===== config.mk =====
export PLATFORM = sky130hd
export DESIGN_NAME = uart_ns_rx
export DESIGN_NICKNAME = d
export VERILOG_FILES = /design/src/rtl/uart_defs.sv /design/src/rtl/uart_ns_rx_sync.sv /design/src/rtl/uart_ns_rx.sv
export SDC_FILE = /design/constraint.sdc
export NUM_CORES = 1
export LEC_CHECK = 0
export BUFFER_PORTS_ARGS = -buffer_cell sky130_fd_sc_hd__buf_4
export CORE_MARGIN = 1.5
export CORE_UTILIZATION = 45
export CTS_CLUSTER_SIZE = 28
export DETAILED_ROUTE_END_ITERATION = 12
export PLACE_DENSITY = 0.62
export SETUP_SLACK_MARGIN = 0.3
export SLEW_MARGIN = 20
export SYNTH_ARGS = -nofsm -noshare
export SYNTH_HDL_FRONTEND = slang
export SYNTH_SLANG_ARGS = --single-unit

===== constraint.sdc =====
create_clock -name clk -period 1.95 [get_ports clk]
set_input_delay 0.2925 -clock clk [delete_from_list [all_inputs] [get_ports clk]]
set_output_delay 0.2925 -clock clk [all_outputs]
set_load 0.05 [all_outputs]

===== src/rtl/uart_defs.sv =====
// Shared UART definitions: frame/divisor widths and the receive-engine state encoding.
package uart_defs;

  localparam int UART_DATA_SIZE       = 8;
  localparam int UART_BAUD_DIV_SIZE   = 16;
  localparam int UART_RX_MIN_BAUD_DIV = 4;

  typedef enum logic [1:0] {
    UART_RX_IDLE,
    UART_RX_START,
    UART_RX_DATA,
    UART_RX_STOP
  } type_uart_rx_states_e;

  function automatic logic majority3(input logic [2:0] v);
    return (v[0] & v[1]) | (v[0] & v[2]) | (v[1] & v[2]);
  endfunction

endpackage


===== src/rtl/uart_ns_rx_sync.sv =====
// Two-flop synchronizer and falling-edge detect for the UART rx pin.
// With UART_RX_MAJORITY_EN defined, sample_bit_o is a 2-of-3 vote over the last three synchronized samples.
module uart_ns_rx_sync
  import uart_defs::*;
(
  input  logic clk,
  input  logic rst,
  input  logic rx_pin_i,
  output logic fall_edge_o,
  output logic sample_bit_o
);

  logic rxMeta_q;
  logic rxSync_q;
  logic rxPrev_q;

  // Flops preset high so an idle line never looks like a start edge out of reset.
  always_ff @(posedge clk) begin
    if (rst) begin
      rxMeta_q <= 1'b1;
      rxSync_q <= 1'b1;
      rxPrev_q <= 1'b1;
    end else begin
      rxMeta_q <= rx_pin_i;
      rxSync_q <= rxMeta_q;
      rxPrev_q <= rxSync_q;
    end
  end

  assign fall_edge_o = rxPrev_q & ~rxSync_q;

`ifdef UART_RX_MAJORITY_EN
  logic rxPrev2_q;

  always_ff @(posedge clk) begin
    if (rst) begin
      rxPrev2_q <= 1'b1;
    end else begin
      rxPrev2_q <= rxPrev_q;
    end
  end

  assign sample_bit_o = majority3({rxPrev2_q, rxPrev_q, rxSync_q});
`else
  assign sample_bit_o = rxSync_q;
`endif

endmodule


===== src/rtl/uart_ns_rx.sv =====
// UART receive engine: 8N1/8N2 frame recovery into a single-entry valid/ready holding register.
// Optional UART_RX_MAJORITY_EN enables 2-of-3 majority sampling inside uart_ns_rx_sync.
module uart_ns_rx
  import uart_defs::*;
(
  input  logic                          clk,
  input  logic                          rst,
  input  logic                          rx_pin_i,
  input  logic [UART_BAUD_DIV_SIZE-1:0] baud_div_i,
  input  logic                          two_stop_bits,
  input  logic                          ready_i,
  output logic [UART_DATA_SIZE-1:0]     rx_data_o,
  output logic                          valid_o,
  output logic                          frame_err_o,
  output logic                          overrun_o,
  output logic                          busy_o
);

  localparam int IDX_W = $clog2(UART_DATA_SIZE);

  type_uart_rx_states_e state_q, state_d;
  logic [UART_BAUD_DIV_SIZE-1:0] sampleCount_q, sampleCount_d;
  logic [UART_BAUD_DIV_SIZE-1:0] divLatch_q, divLatch_d;
  logic [IDX_W-1:0]              bitIdx_q, bitIdx_d;
  logic                          stopIdx_q, stopIdx_d;
  logic                          twoStop_q, twoStop_d;
  logic                          errAcc_q, errAcc_d;
  logic [UART_DATA_SIZE-1:0]     shift_q, shift_d;
  logic [UART_DATA_SIZE-1:0]     rxData_q, rxData_d;
  logic                          valid_q, valid_d;
  logic                          frameErr_q, frameErr_d;
  logic                          overrun_q, overrun_d;

  logic                          fallEdge;
  logic                          sampleBit;
  logic                          samplePoint;
  logic                          complete;
  logic                          completeErr;
  logic [UART_BAUD_DIV_SIZE-1:0] effDiv;

  uart_ns_rx_sync uSync (
    .clk          (clk),
    .rst          (rst),
    .rx_pin_i     (rx_pin_i),
    .fall_edge_o  (fallEdge),
    .sample_bit_o (sampleBit)
  );

  // Divisors below the legal minimum are clamped so the half-bit load never reaches zero.
  assign effDiv = (baud_div_i < UART_BAUD_DIV_SIZE'(UART_RX_MIN_BAUD_DIV)) ?
                  UART_BAUD_DIV_SIZE'(UART_RX_MIN_BAUD_DIV) : baud_div_i;
  assign samplePoint = (sampleCount_q == UART_BAUD_DIV_SIZE'(1));

  always_comb begin
    state_d       = state_q;
    sampleCount_d = sampleCount_q;
    divLatch_d    = divLatch_q;
    bitIdx_d      = bitIdx_q;
    stopIdx_d     = stopIdx_q;
    twoStop_d     = twoStop_q;
    errAcc_d      = errAcc_q;
    shift_d       = shift_q;
    rxData_d      = rxData_q;
    valid_d       = valid_q;
    frameErr_d    = frameErr_q;
    overrun_d     = 1'b0;
    complete      = 1'b0;
    completeErr   = 1'b0;

    if (valid_q && ready_i) begin
      valid_d = 1'b0;
    end

    if (state_q != UART_RX_IDLE) begin
      sampleCount_d = samplePoint ? divLatch_q : sampleCount_q - UART_BAUD_DIV_SIZE'(1);
    end

    unique case (state_q)
      UART_RX_IDLE: begin
        if (fallEdge) begin
          divLatch_d    = effDiv;
          twoStop_d     = two_stop_bits;
          sampleCount_d = effDiv >> 1;
          errAcc_d      = 1'b0;
          state_d       = UART_RX_START;
        end
      end
      UART_RX_START: begin
        if (samplePoint) begin
          if (sampleBit) begin
            state_d = UART_RX_IDLE;
          end else begin
            bitIdx_d = '0;
            state_d  = UART_RX_DATA;
          end
        end
      end
      UART_RX_DATA: begin
        if (samplePoint) begin
          shift_d = {sampleBit, shift_q[UART_DATA_SIZE-1:1]};
          if (bitIdx_q == IDX_W'(UART_DATA_SIZE - 1)) begin
            stopIdx_d = 1'b0;
            state_d   = UART_RX_STOP;
          end else begin
            bitIdx_d = bitIdx_q + IDX_W'(1);
          end
        end
      end
      UART_RX_STOP: begin
        if (samplePoint) begin
          if (!sampleBit) begin
            errAcc_d = 1'b1;
          end
          if (!twoStop_q || stopIdx_q) begin
            complete    = 1'b1;
            completeErr = errAcc_q | ~sampleBit;
            state_d     = UART_RX_IDLE;
          end else begin
            stopIdx_d = 1'b1;
          end
        end
      end
      default: state_d = UART_RX_IDLE;
    endcase

    // A consumer taking the old byte in the completion cycle frees the slot for the new one.
    if (complete) begin
      if (!valid_q || ready_i) begin
        rxData_d   = shift_q;
        frameErr_d = completeErr;
        valid_d    = 1'b1;
      end else begin
        overrun_d = 1'b1;
      end
    end
  end

  always_ff @(posedge clk) begin
    if (rst) begin
      state_q       <= UART_RX_IDLE;
      sampleCount_q <= '0;
      divLatch_q    <= '0;
      bitIdx_q      <= '0;
      stopIdx_q     <= 1'b0;
      twoStop_q     <= 1'b0;
      errAcc_q      <= 1'b0;
      shift_q       <= '0;
      rxData_q      <= '0;
      valid_q       <= 1'b0;
      frameErr_q    <= 1'b0;
      overrun_q     <= 1'b0;
    end else begin
      state_q       <= state_d;
      sampleCount_q <= sampleCount_d;
      divLatch_q    <= divLatch_d;
      bitIdx_q      <= bitIdx_d;
      stopIdx_q     <= stopIdx_d;
      twoStop_q     <= twoStop_d;
      errAcc_q      <= errAcc_d;
      shift_q       <= shift_d;
      rxData_q      <= rxData_d;
      valid_q       <= valid_d;
      frameErr_q    <= frameErr_d;
      overrun_q     <= overrun_d;
    end
  end

  assign rx_data_o   = rxData_q;
  assign valid_o     = valid_q;
  assign frame_err_o = frameErr_q;
  assign overrun_o   = overrun_q;
  assign busy_o      = (state_q != UART_RX_IDLE);

endmodule


==> results.md, run 1 <==
Timing:
- The worst max-slew margin expressed relative to the limit is between 60% and 70%.
- The count of pins over their slew limit came to 0.
- Setup repair after global routing could not meet its margin everywhere.
- The total negative setup slack is 0 ps.
- Setup violations remaining at the end of the flow were counted as 0.
- The final setup skew is ~12 ps.
- For the pin with the worst max-slew slack, the measured transition is roughly 580 ps.
- The final-report hold violation count came to 0.
- The maximum frequency from static timing analysis is 0.5657 GHz.
- After layout, the worst path uses approximately 90% of the clock period.
- The routed design could run at a clock period as short as around 1800 ps.

Power:
- Net switching is a little under a third of the power.
- The total power density per cell area is around 900 mW/mm2.
- For this design the total switching power over the nets is 1.116 mW.
- Combinational logic is responsible for between 20% and 30% of the overall power.
- The clock network burns 32.5% of the power.
- The internal power of the cells totals around 2.4 mW.
- VDD sags by at most 0.4966 mV.
- The post-layout total power is roughly 3.5 mW.
- Of the total power, registers draw between 30% and 40%.
- The leakage dissipation is between 1.5 and 2 nW.

Route:
- The detailed router finished its first iteration with between 150 and 200 violations.
- In the final routed layout, each cell accounts on average for about 17 um.
- For this run, design rule violations remaining after detail routing come to 0.
- The mean number of vias per cell is 5.677.
- The count of nets left with antenna violations after detail routing is 0.
- For this block, the routed nets add up to 8093 um of wire.
- The number of iterations in the first detailed-routing pass is 6.
- Across all layers, the routed design uses 2776 vias.

Clock tree:
- The number of sinks on the clock net is 62.
- Counting the buffers created by CTS gives 9.
- The cell sitting at the root of the clock tree is a sky130_fd_sc_hd__clkbuf_8.
- Clock-pin slew was measured on the worst setup and hold paths at 80 ps.
- The number of hold buffers added after CTS was 0.
- The CTS tree is built.
- The maximum root-to-sink buffer count is 2.
- The H-tree depth is 3.
- The source-to-sink clock delay at the later pin of the worst-skew pair is about 350 ps.

Worst hold path:
- The tightest min-delay check is of the in2reg type.

Layout:
- Once layout is done, the placed cells without fillers occupy 0.003936 mm2.
- From synthesis to final layout, the design area changed by 32.74%.
- The post-layout net count is roughly 430.
- Fill cells in the final layout number between 500 and 600.
- The area taken by flip-flops and latches is approximately 0.0013 mm2.
- 0 antenna diodes ended up in the layout.
- The post-route netlist has ~36% of its cells at a drive strength greater than 1.
- At the end of the flow the core is filled with cells to ~62%.
- In the final layout, the multi-input gates occupy about 0.0018 mm2.

Synthesis:
- In this run the mean area of a mapped cell was 8.620 um2.
- The proportion of synthesized chip area in sequential cells is 41.86%.
- The post-synthesis instance area is 0.002965 mm2.
- After synthesis, the share of flip-flops with an asynchronous set or reset is 0%.
- The number of warning messages in the yosys log is 0.
- Yosys mapped a number of flops with a built-in enable equal to 0.
- The number of instances in the synthesized netlist is between 300 and 400.
- The post-synthesis register bit count is between 60 and 70.
- Among all flip-flop cells after synthesis, the most frequent one is sky130_fd_sc_hd__dfxtp_1.
- When the netlist entered floorplanning its net count stood at roughly 370.
- The post-synthesis cell type count is 54.

Placed design:
- The placed instances occupy a cell area of about 0.0034 mm2.
- During placement, the flow inserted port buffers numbering 32.
- Routability-driven placement finished with a final weighted congestion of 0.9436.
- The HPWL after detailed placement is approximately 5300 um.

Die:
- In this run the horizontal extent of the chip is ~84 um.
- The die area is 0.007085 mm2.
- The number of primary I/O pins is 33.
- The floorplan step defined a core boundary enclosing between 0.006 and 0.007 mm2.
- The vertical extent of the die is ~84 um.
- The effective utilization at floorplan is between 40 and 50%.
- The total number of placement rows is 29.

Setup path:
- The critical path data arrival time is roughly 2000 ps.
- The kind of end point of the critical path is a flip-flop.
- The delay of the slowest cell on the worst path is 330 ps.
- The highest net fanout along the worst path is 5.
- The worst path required time is 2160 ps.
- Traced cell by cell, the critical path runs through inv_2, ha_4, nor3b_4, nand2_2, nor3_4, buf_6, mux2i_1, nor2_1.
- Among all stages on the critical path, the largest delay is contributed by sky130_fd_sc_hd__dfxtp_2.
- Counting both buffers and inverters, the worst setup path holds a total of 2.
- The cell class contributing the biggest share of worst-path delay is simple AND/OR/NAND/NOR gates.
- The category of the critical setup timing path is reg2reg.
- STA classifies the critical path startpoint as a flip-flop.

Global route:
- Entering global routing, the biggest net connects 53 pins.
- The number of antenna violations at the first check in global routing is 0.
- The via count of the first global-routing pass is ~2800.
- The first global-routing pass estimated around 13000 um of wire.
- The remaining global-route overflow is 0.
- Across every metal layer, demand over resource in global routing totals between 20% and 30%.

Outcome:
- The run finished with clean final reports.

Run:
- The number of max-cap violations is 0.
## cells in the final DEF, fill, tap and decap left out, types with 5 or more instances in the layout
master / netlist / layout
sky130_fd_sc_hd__nor2_2: 1 / 6
sky130_fd_sc_hd__nand2_1: 41 / 38
sky130_fd_sc_hd__dfxtp_1: 62 / 55
sky130_fd_sc_hd__a31oi_1: 6 / 6
sky130_fd_sc_hd__a22oi_1: 13 / 12
sky130_fd_sc_hd__clkbuf_8: 0 / 9
sky130_fd_sc_hd__o21ai_1: 2 / 7
sky130_fd_sc_hd__dfxtp_2: 0 / 6
sky130_fd_sc_hd__buf_6: 1 / 9
sky130_fd_sc_hd__a21oi_1: 30 / 26
sky130_fd_sc_hd__o32ai_2: 5 / 5
sky130_fd_sc_hd__nand3_1: 6 / 5
sky130_fd_sc_hd__inv_1: 7 / 5
sky130_fd_sc_hd__mux2i_1: 18 / 18
sky130_fd_sc_hd__nor2_1: 45 / 39
sky130_fd_sc_hd__buf_4: 2 / 64
## registers in the layout, summed over array words and instances (netlist names), 3 cells and up, named ones only
| name | count |
|---|---|
| bitIdx_q | 3 |
| sampleCount_q | 16 |
| shift_q | 8 |
| divLatch_q | 16 |
| rx_data_o | 8 |
## final timing paths
check | from | end | slack (ps) | cells after the start
hold reg to reg | uSync.rxMeta_q | uSync.sample_bit_o | 410 | 1
setup reg to reg | sampleCount_q[1] | shift_q[2] | 180 | 8
hold / removal | rx_pin_i | uSync.rxMeta_q | 140 | 2
setup / recovery | sampleCount_q[1] | shift_q[2] | 180 | 8
## Yosys cell counts, types with 4 or more instances
cell type,count,area (um2)
sky130_fd_sc_hd__a21oi_1,30,150.1
sky130_fd_sc_hd__a22oi_1,13,97.59
sky130_fd_sc_hd__a41oi_1,4,35.03
sky130_fd_sc_hd__nand4b_1,4,35.03
sky130_fd_sc_hd__nor2_1,45,168.9
sky130_fd_sc_hd__o21ai_0,9,45.04
sky130_fd_sc_hd__a31oi_1,6,37.54
sky130_fd_sc_hd__nand2b_1,4,25.02
sky130_fd_sc_hd__clkbuf_1,12,45.04
sky130_fd_sc_hd__ha_1,4,50.05
sky130_fd_sc_hd__o32ai_2,5,81.33
sky130_fd_sc_hd__nor4_1,4,25.02
sky130_fd_sc_hd__mux2i_1,18,180.2
sky130_fd_sc_hd__nand3_1,6,30.03
sky130_fd_sc_hd__inv_1,7,26.28
sky130_fd_sc_hd__buf_2,5,25.02
sky130_fd_sc_hd__dfxtp_1,62,1241
sky130_fd_sc_hd__nand2_1,41,153.9
sky130_fd_sc_hd__or2_2,4,25.02
sky130_fd_sc_hd__nor3_2,4,40.04
## cell type report
| cell class | instances | area share (%) |
|---|---|---|
| multi-input cells | 252 | 44.66 |
| flip-flops and latches | 62 | 31.82 |
| repair buffers | 74 | 15.29 |
| clock buffers | 9 | 3.147 |
| well taps | 77 | 2.448 |
| clock inverters | 7 | 1.875 |
| inverters | 8 | 0.7629 |
## metrics by stage
stage	instances	setup slack, ps	hold WS, ps
6_report	489	182.1	136.6
5_1_grt	489	67.23	122.7
4_1_cts	486	176.7	122.1
3_5_place_dp	457	24.39	404.6
3_3_place_gp	457	86.53	395.9
2_1_floorplan	344	254.1	389.5
## cells by family after synthesis
logic type	after synthesis	share of synthesized area, %
and+or+nand+nor	136	22.95
AOI/OAI and AO/OA	88	21.14
DFF	62	41.86
buffers and inverters	30	4.514
muxes	18	6.076
xor gates and xnor gates	6	1.772
adders and majority gates	4	1.688
## timing repair
action,4_1_cts,5_1_grt
gates cloned,1,0
setup endpoints to repair,42,50
pin swaps,19,10
gates resized for setup,34,21
setup buffers,12,3
## per-layer routing
layer	part of all wire (%)	GRT usage (%)
met2	49	37.96
met5	0	0
met4	1.9	11.92
met3	4.4	4.425
met1	45	30.89
## power by group through the flow
| stage | clock network, mW | logic, mW | registers, mW |
|---|---|---|---|
| 6_report | 1.15 | 1.00 | 1.37 |
| 3_3_place_gp | 0 | 0.696 | 1.39 |
| 3_5_place_dp | 0 | 0.699 | 1.39 |
| 5_1_grt | 1.22 | 1.08 | 1.38 |
| 2_1_floorplan | 0 | 0.488 | 1.38 |
| 4_1_cts | 1.16 | 0.921 | 1.37 |
Power figures use the tool's default switching activity.
==> run 2: changes to the inputs <==
- HOLD_SLACK_MARGIN: not set -> 0.1
- PLACE_DENSITY: 0.62 -> 0.6
- clock period: 1.95 -> 1.7 ns (I/O delays scaled with it)
==> results.md, run 2 (same netlist as run 1, synthesis figures left out) <==
Outcome:
- The flow ran to the end, but the final reports show violations.
- The final reports fail on negative setup slack.

Layout:
- The largest registers in the layout are divLatch_q: 16 flops, sampleCount_q: 16 flops.
- The share of final-layout standard cells stronger than drive strength 1 is 41.07% (+5.1 points).
- From synthesis to final layout, the design area changed by 46.37%.
- The number of standard cells in the layout, taps in and fillers out was 525 (+7.4%).
- The post-layout net count is 468 (+8.3%).
- The antenna diode instance count came to 0 (unchanged).
- Leaving out fill and tap cells, the most frequent cell in the layout is sky130_fd_sc_hd__buf_4.
- Leaving out fill and tap cells, the most frequent cells in the layout are sky130_fd_sc_hd__buf_4 (90), sky130_fd_sc_hd__dfxtp_1 (56), sky130_fd_sc_hd__nand2_1 (39).

Route:
- The final wirelength is 8648 um (+6.9%).
- The mean number of vias per cell came to 5.577 (-1.8%).
- The count of nets left with antenna violations after detail routing came to 0 (unchanged).
- The final routed wire length divided by cell count came to 16.47 um (-0.47%).
- The number of violations reported at the end of detailed-routing iteration 0 came to 189 (-1.6%).
- The number of iterations in the first detailed-routing pass is 7 (+1).
- The DRC violations left is 0 (unchanged).
- The via total after detailed routing came to 2928 (+5.5%).

Die:
- The vertical extent of the die is 84.18 um (unchanged).
- The total number of placement rows is 29 (unchanged).
- The horizontal die dimension is 84.18 um (unchanged).
- The area of the placeable core was 0.006350 mm2 (unchanged).
- The die area is 0.007085 mm2 (unchanged).
- The number of primary I/O pins is 33 (unchanged).
- The effective utilization at floorplan is 46.70% (unchanged).

Clock tree:
- The maximum root-to-sink buffer count is 2 (unchanged).
- The number of sinks on the clock net is 62 (unchanged).
- The H-tree depth is 3 (unchanged).
- The number of buffers created by CTS is 9 (unchanged).
- The source-to-sink clock delay at the later pin of the worst-skew pair came to 340 ps (about the same).
- The clock-pin transition on the worst setup and hold timing paths is 80 ps (about the same).
- The CTS tree is built.
- The tree is rooted in a sky130_fd_sc_hd__clkbuf_8.

Global route:
- The via count of the first global-routing pass is 2742 (-0.87%).
- The maximum number of pins on one net before global-route repair is 20 (-62%).
- The total track usage is 24.64% (+0.86 points).
- The remaining global-route overflow is 0 (unchanged).
- The first-pass GRT wire length is 13590 um (+2.6%).
- The number of antenna violations at the first check in global routing is 0 (unchanged).

Timing:
- The worst max-slew margin expressed relative to the limit is 75.63% (+14 points).
- Setup repair after global routing could not meet its margin everywhere.
- The final-report hold violation count is 0 (unchanged).
- The transition time at the pin with the least slew margin is 362.2 ps (-218.4 ps).
- The post-layout minimum cycle time was 1907 ps (+139.0 ps).
- The maximum frequency from static timing analysis is 0.5244 GHz (-7.3%).
- The final setup skew is 7.305 ps (-4.616 ps).
- The count of pins over their slew limit is 0 (unchanged).
- The tightest hold margin is 154.8 ps (+18.26 ps).
- The final setup violation count is 36 (+36).
- The setup slack after layout is -206.9 ps (-389.0 ps).
- The portion of the clock cycle consumed by the worst path in the final layout is 112.2% (+22 points).

Setup path:
- The endpoint identified for the worst register-to-register timing path is rx_data_o[6].
- The slack of the worst reg-to-reg path came to -210 ps (-390 ps).
- The length in cells of the worst reg-to-reg path came to 7 (-1).
- The startpoint of the worst register-to-register path is sampleCount_q[3].
- The worst path required time came to 1930 ps (-230 ps).
- The category of the critical setup timing path is reg2reg.
- The kind of end point of the critical path is a flip-flop.
- The highest net fanout along the worst path was 5 (unchanged).
- The critical path data arrival time was 2140 ps (+170 ps).
- The kind of start point of the critical path is a flip-flop.

Placed design:
- The worst-case setup slack after placement is -92.05 ps (-116.4 ps).
- The count of port buffers added during placement is 32 (unchanged).
- The HPWL after detailed placement is 5877 um (+11%).
- The final estimated routing congestion in global placement is 0.9136 (-3.2%).
- The number of placed instances, taps included is 492 (+7.7%).

Worst hold path:
- The cell depth of the worst min-delay path is 3 (+1).
- The startpoint identified for the worst hold timing path is two_stop_bits.
- The worst hold path terminates at twoStop_q.
- The min-delay analysis places its worst path in the category in2reg.

Run:
- The number of max-cap violations is 0 (unchanged).

Power:
- The leakage dissipation is 1.769 nW (+14%).
- The maximum VDD drop is 1.041 mV (+110%).
- The total power density per cell area is 962.9 mW/mm2 (+7.6%).
-- run 2: cell count changes in the layout (fill, tap and decap cells not counted), sizes merged --
cell	previous run	this run
dlygate4sd3	0	1
and2	3	4
buf	74	108
-- run 2: worst max-delay path, cell delays in order, from the launching register on --
cell,delay [ps]
sky130_fd_sc_hd__dfxtp_2,340
sky130_fd_sc_hd__nor4_4,360
sky130_fd_sc_hd__buf_4,170
sky130_fd_sc_hd__and4_4,270
sky130_fd_sc_hd__nand4_1,190
sky130_fd_sc_hd__buf_6,210
sky130_fd_sc_hd__mux2i_2,200
sky130_fd_sc_hd__nor2_1,70
-- run 2: power breakdown --
group	switching, mW	leakage, nW	internal, mW
logic	0.645	1.16	0.669
clock network	0.634	0.0996	0.681
registers	0.0422	0.505	1.51
total	1.32	1.77	2.86
-- run 2: worst max path at each step --
stage          slack [ps]                end             start
3_3_place_gp          -20        bitIdx_q[0]  sampleCount_q[3]
6_report             -210       rx_data_o[6]  sampleCount_q[3]
3_5_place_dp          -90  sampleCount_q[14]  sampleCount_q[3]
2_1_floorplan           3        frame_err_o  sampleCount_q[3]
5_1_grt              -270       rx_data_o[6]  sampleCount_q[5]
4_1_cts               -70  sampleCount_q[14]  sampleCount_q[5]
-- run 2: per-layer routing --
| metal | up-vias | global-route usage, % | wire length [um] |
|---|---|---|---|
| li1 | 1444 | - | - |
| met1 | 1382 | 31.48 | 3832 |
| met2 | 87 | 39.42 | 4161 |
| met3 | 15 | 7.276 | 427 |
| met4 | 0 | 9.389 | 227 |
| met5 | - | 0 | 0 |
-- run 2: repair_timing --
item | in CTS | in global routing
setup endpoints to repair | 44 | 57
hold buffers | 1 | 0
gates resized for setup | 18 | 43
endpoints found under the hold margin | 1 | 0
cloned | 0 | 3
setup buffers | 6 | 7
pin swaps | 8 | 15
-- run 2: metrics by stage --
step / power (mW) / util, % / setup TNS, ps / instance area (um2)
2_1_floorplan: 2.175 / - / 0 / 3063
3_3_place_gp: 2.614 / 59.74 / -64.74 / 3794
6_report: 4.179 / 68.35 / -3235 / 4340
4_1_cts: 4.014 / 64.59 / -704.4 / 4101
3_5_place_dp: 2.627 / 59.74 / -1283 / 3794
5_1_grt: 4.381 / 68.35 / -6309 / 4340
-- run 2: layout make-up --
cell class	instances	area, um2
Sequential cell	62	1249
Multi-Input combinational cell	253	1819
Tap cell	77	96.34
Clock inverter	7	73.82
Fill cell	519	2009
Timing Repair Buffer	109	948.4
Inverter	8	30.03
Clock buffer	9	123.9
==> run 3: changes to the inputs <==
- SKIP_CTS_REPAIR_TIMING: not set -> 1
==> results.md, run 3 (same netlist as run 1, synthesis figures left out) <==
Clock tree:
- The number of buffers created by CTS came to 9 (unchanged).
- The maximum root-to-sink buffer count is 2 (unchanged).
- TritonCTS built the clock tree.
- The root buffer cell chosen for the clock tree is sky130_fd_sc_hd__clkbuf_8.
- The source-to-sink clock delay at the later pin of the worst-skew pair is 340 ps (about the same).
- The clock-pin transition on the worst setup and hold timing paths is 80 ps (about the same).
- The number of sinks on the clock net is 62 (unchanged).
- The H-tree depth is 3 (unchanged).

Global route:
- The total track usage is 24.23% (-0.41 points).
- The first-pass GRT wire length is 13410 um (-1.3%).
- The number of antenna violations at the first check in global routing is 0 (unchanged).
- The remaining global-route overflow is 0 (unchanged).
- The maximum number of pins on one net before global-route repair is 20 (unchanged).
- The via count of the first global-routing pass is 2711 (-1.1%).

Die:
- The effective utilization at floorplan is 46.70% (unchanged).
- The total number of placement rows is 29 (unchanged).
- The area of the placeable core is 0.006350 mm2 (unchanged).
- The die area came to 0.007085 mm2 (unchanged).
- The number of primary I/O pins is 33 (unchanged).
- The horizontal die dimension is 84.18 um (unchanged).
- The vertical extent of the die came to 84.18 um (unchanged).

Layout:
- The library cell used most frequently in the layout, excluding fill and tap cells, is sky130_fd_sc_hd__buf_4.
- The core utilization of the finished layout is 65.30% (-3.1 points).
- The share of final-layout standard cells stronger than drive strength 1 is 36.95% (-4.1 points).
- The top cell types in the final layout, fill and taps aside, are sky130_fd_sc_hd__buf_4 (80), sky130_fd_sc_hd__dfxtp_1 (58), sky130_fd_sc_hd__nand2_1 (39).
- The largest registers in the layout are divLatch_q: 16 flops, sampleCount_q: 16 flops.
- The area growth from synthesis to layout is 39.83%.
- The antenna diode instance count is 0 (unchanged).
- The post-layout net count came to 453 (-3.2%).
- The area taken by flip-flops and latches came to 0.001246 mm2 (-0.20%).
- The multi-input logic area came to 0.001754 mm2 (-3.6%).
- The count of filler cells inserted in the layout is 550 (+6.0%).

Timing:
- The final-report hold violation count came to 0 (unchanged).
- The worst max-slew margin expressed relative to the limit came to 76.18% (+0.55 points).
- The transition time at the pin with the least slew margin is 354.1 ps (-8.129 ps).
- The portion of the clock cycle consumed by the worst path in the final layout is 105.5% (-6.7 points).
- The maximum frequency from static timing analysis is 0.5576 GHz (+6.3%).
- Setup repair after global routing could not meet its margin everywhere.
- The setup slack after layout is -93.40 ps (+113.5 ps).
- The post-layout minimum cycle time was 1793 ps (-113.5 ps).
- The final setup violation count was 22 (-39%).
- The count of pins over their slew limit is 0 (unchanged).
- The final setup skew came to 7.289 ps (-0.01629 ps).

Run:
- The number of max-cap violations is 0 (unchanged).

Power:
- The total power density per cell area is 977.2 mW/mm2 (+1.5%).
- The leakage dissipation is 1.677 nW (-5.2%).
- The maximum VDD drop was 0.9466 mV (-9.1%).
- The post-layout total power is 4.052 mW (-3.1%).

Setup path:
- The worst path required time is 1920 ps (about the same).
- The highest net fanout along the worst path came to 4 (-1).
- The delay of the slowest cell on the worst path is 360 ps (about the same).
- The count of buffering cells on the critical path with inverters included is 2 (unchanged).
- The cell class contributing the biggest share of worst-path delay is simple AND/OR/NAND/NOR gates.
- STA classifies the critical path endpoint as a flip-flop.
- The critical path starts at sampleCount_q[5].
- The startpoint identified for the worst register-to-register timing path is sampleCount_q[5].
- The critical path goes through nor4_4, buf_4, nand4_4, buf_6, nor3_4, a21oi_2, or3_1.
- The critical path data arrival time was 2010 ps (-130 ps).
- The worst-path cell with the longest stage delay is sky130_fd_sc_hd__nor4_4.
- The category of the critical setup timing path is reg2reg.
- The kind of start point of the critical path is a flip-flop.

Placed design:
- The HPWL after detailed placement is 5877 um (unchanged).
- The worst-case setup slack after placement is -92.05 ps (unchanged).
- The count of port buffers added during placement is 32 (unchanged).
- The final estimated routing congestion in global placement is 0.9136 (unchanged).

Worst hold path:
- The beginning of the worst hold path is baud_div_i[0].
- The path class of the lowest-slack min-delay path is in2reg.

Outcome:
- The flow ran to the end, but the final reports show violations.
- The final reports fail on negative setup slack.

Route:
- The via total after detailed routing is 2828 (-3.4%).
- The number of violations reported at the end of detailed-routing iteration 0 came to 214 (+13%).
- The final routed wire length divided by cell count came to 16.01 um (-2.8%).
- The number of iterations in the first detailed-routing pass came to 4 (-3).
- The DRC violations left is 0 (unchanged).
- The count of nets left with antenna violations after detail routing is 0 (unchanged).
- The mean number of vias per cell was 5.545 (-0.57%).
- The final wirelength is 8163 um (-5.6%).
[run 3: changes by cell type in the layout (fill, tap and decap cells not counted), moves of 3 or more]
cell                      before  now
sky130_fd_sc_hd__o21ai_1       2    5
sky130_fd_sc_hd__o21ai_2       6    3
sky130_fd_sc_hd__buf_4        90   80
sky130_fd_sc_hd__buf_6        10    7
sky130_fd_sc_hd__nor2_4        4    1
sky130_fd_sc_hd__nor2_2        4    7
[run 3: final timing paths]
| path | endpoint | slack (ps) | depth (start not counted) |
|---|---|---|---|
| hold / removal | divLatch_q[0] | 160 | 3 |
| setup reg to reg | sampleCount_q[14] | -90 | 7 |
| setup / recovery | sampleCount_q[14] | -90 | 7 |
| hold reg to reg | uSync.sample_bit_o | 410 | 1 |
[run 3: area by class of cell]
cell class | instances | share of cell area (%)
tap | 77 | 2.323
clock inverter | 7 | 1.780
inverter | 8 | 0.7845
sequential | 62 | 30.05
timing repair buffer | 95 | 19.76
multi-input combinational | 252 | 42.31
clock buffer | 9 | 2.987
[run 3: layer usage]
metal / vias to the layer above / wire length (um) / part of all wire [%] / track usage (%)
met1: 1325 / 3733 / 46 / 31.18
met2: 74 / 3863 / 47 / 38.47
li1: 1417 / - / - / -
met3: 12 / 397 / 4.9 / 7.375
met4: 0 / 169 / 2.1 / 8.942
met5: - / 0 / 0 / 0
[run 3: per-stage QoR]
step	hold WS, ps	instances	setup TNS, ps	cell area (um2)
finish	158.9	510	-788.1	4146
global route	166.8	510	-4778	4146
CTS	80.53	508	-1843	3991
detailed placement	397.5	492	-1283	3794
global placement	391.9	492	-64.74	3794
floorplan	358.8	344	0	3063
[run 3: worst min-delay path: stages]
cell                      delay [ps]
sky130_fd_sc_hd__buf_4            80
sky130_fd_sc_hd__a22oi_1          50
sky130_fd_sc_hd__nor2_1           80
[run 3: where the power goes]
group          total (mW)  leakage, nW  switching [mW]  internal (mW)
sequential           1.55        0.504          0.0408           1.51
combinational        1.19         1.07           0.598          0.596
clock                1.31       0.0996           0.628          0.682
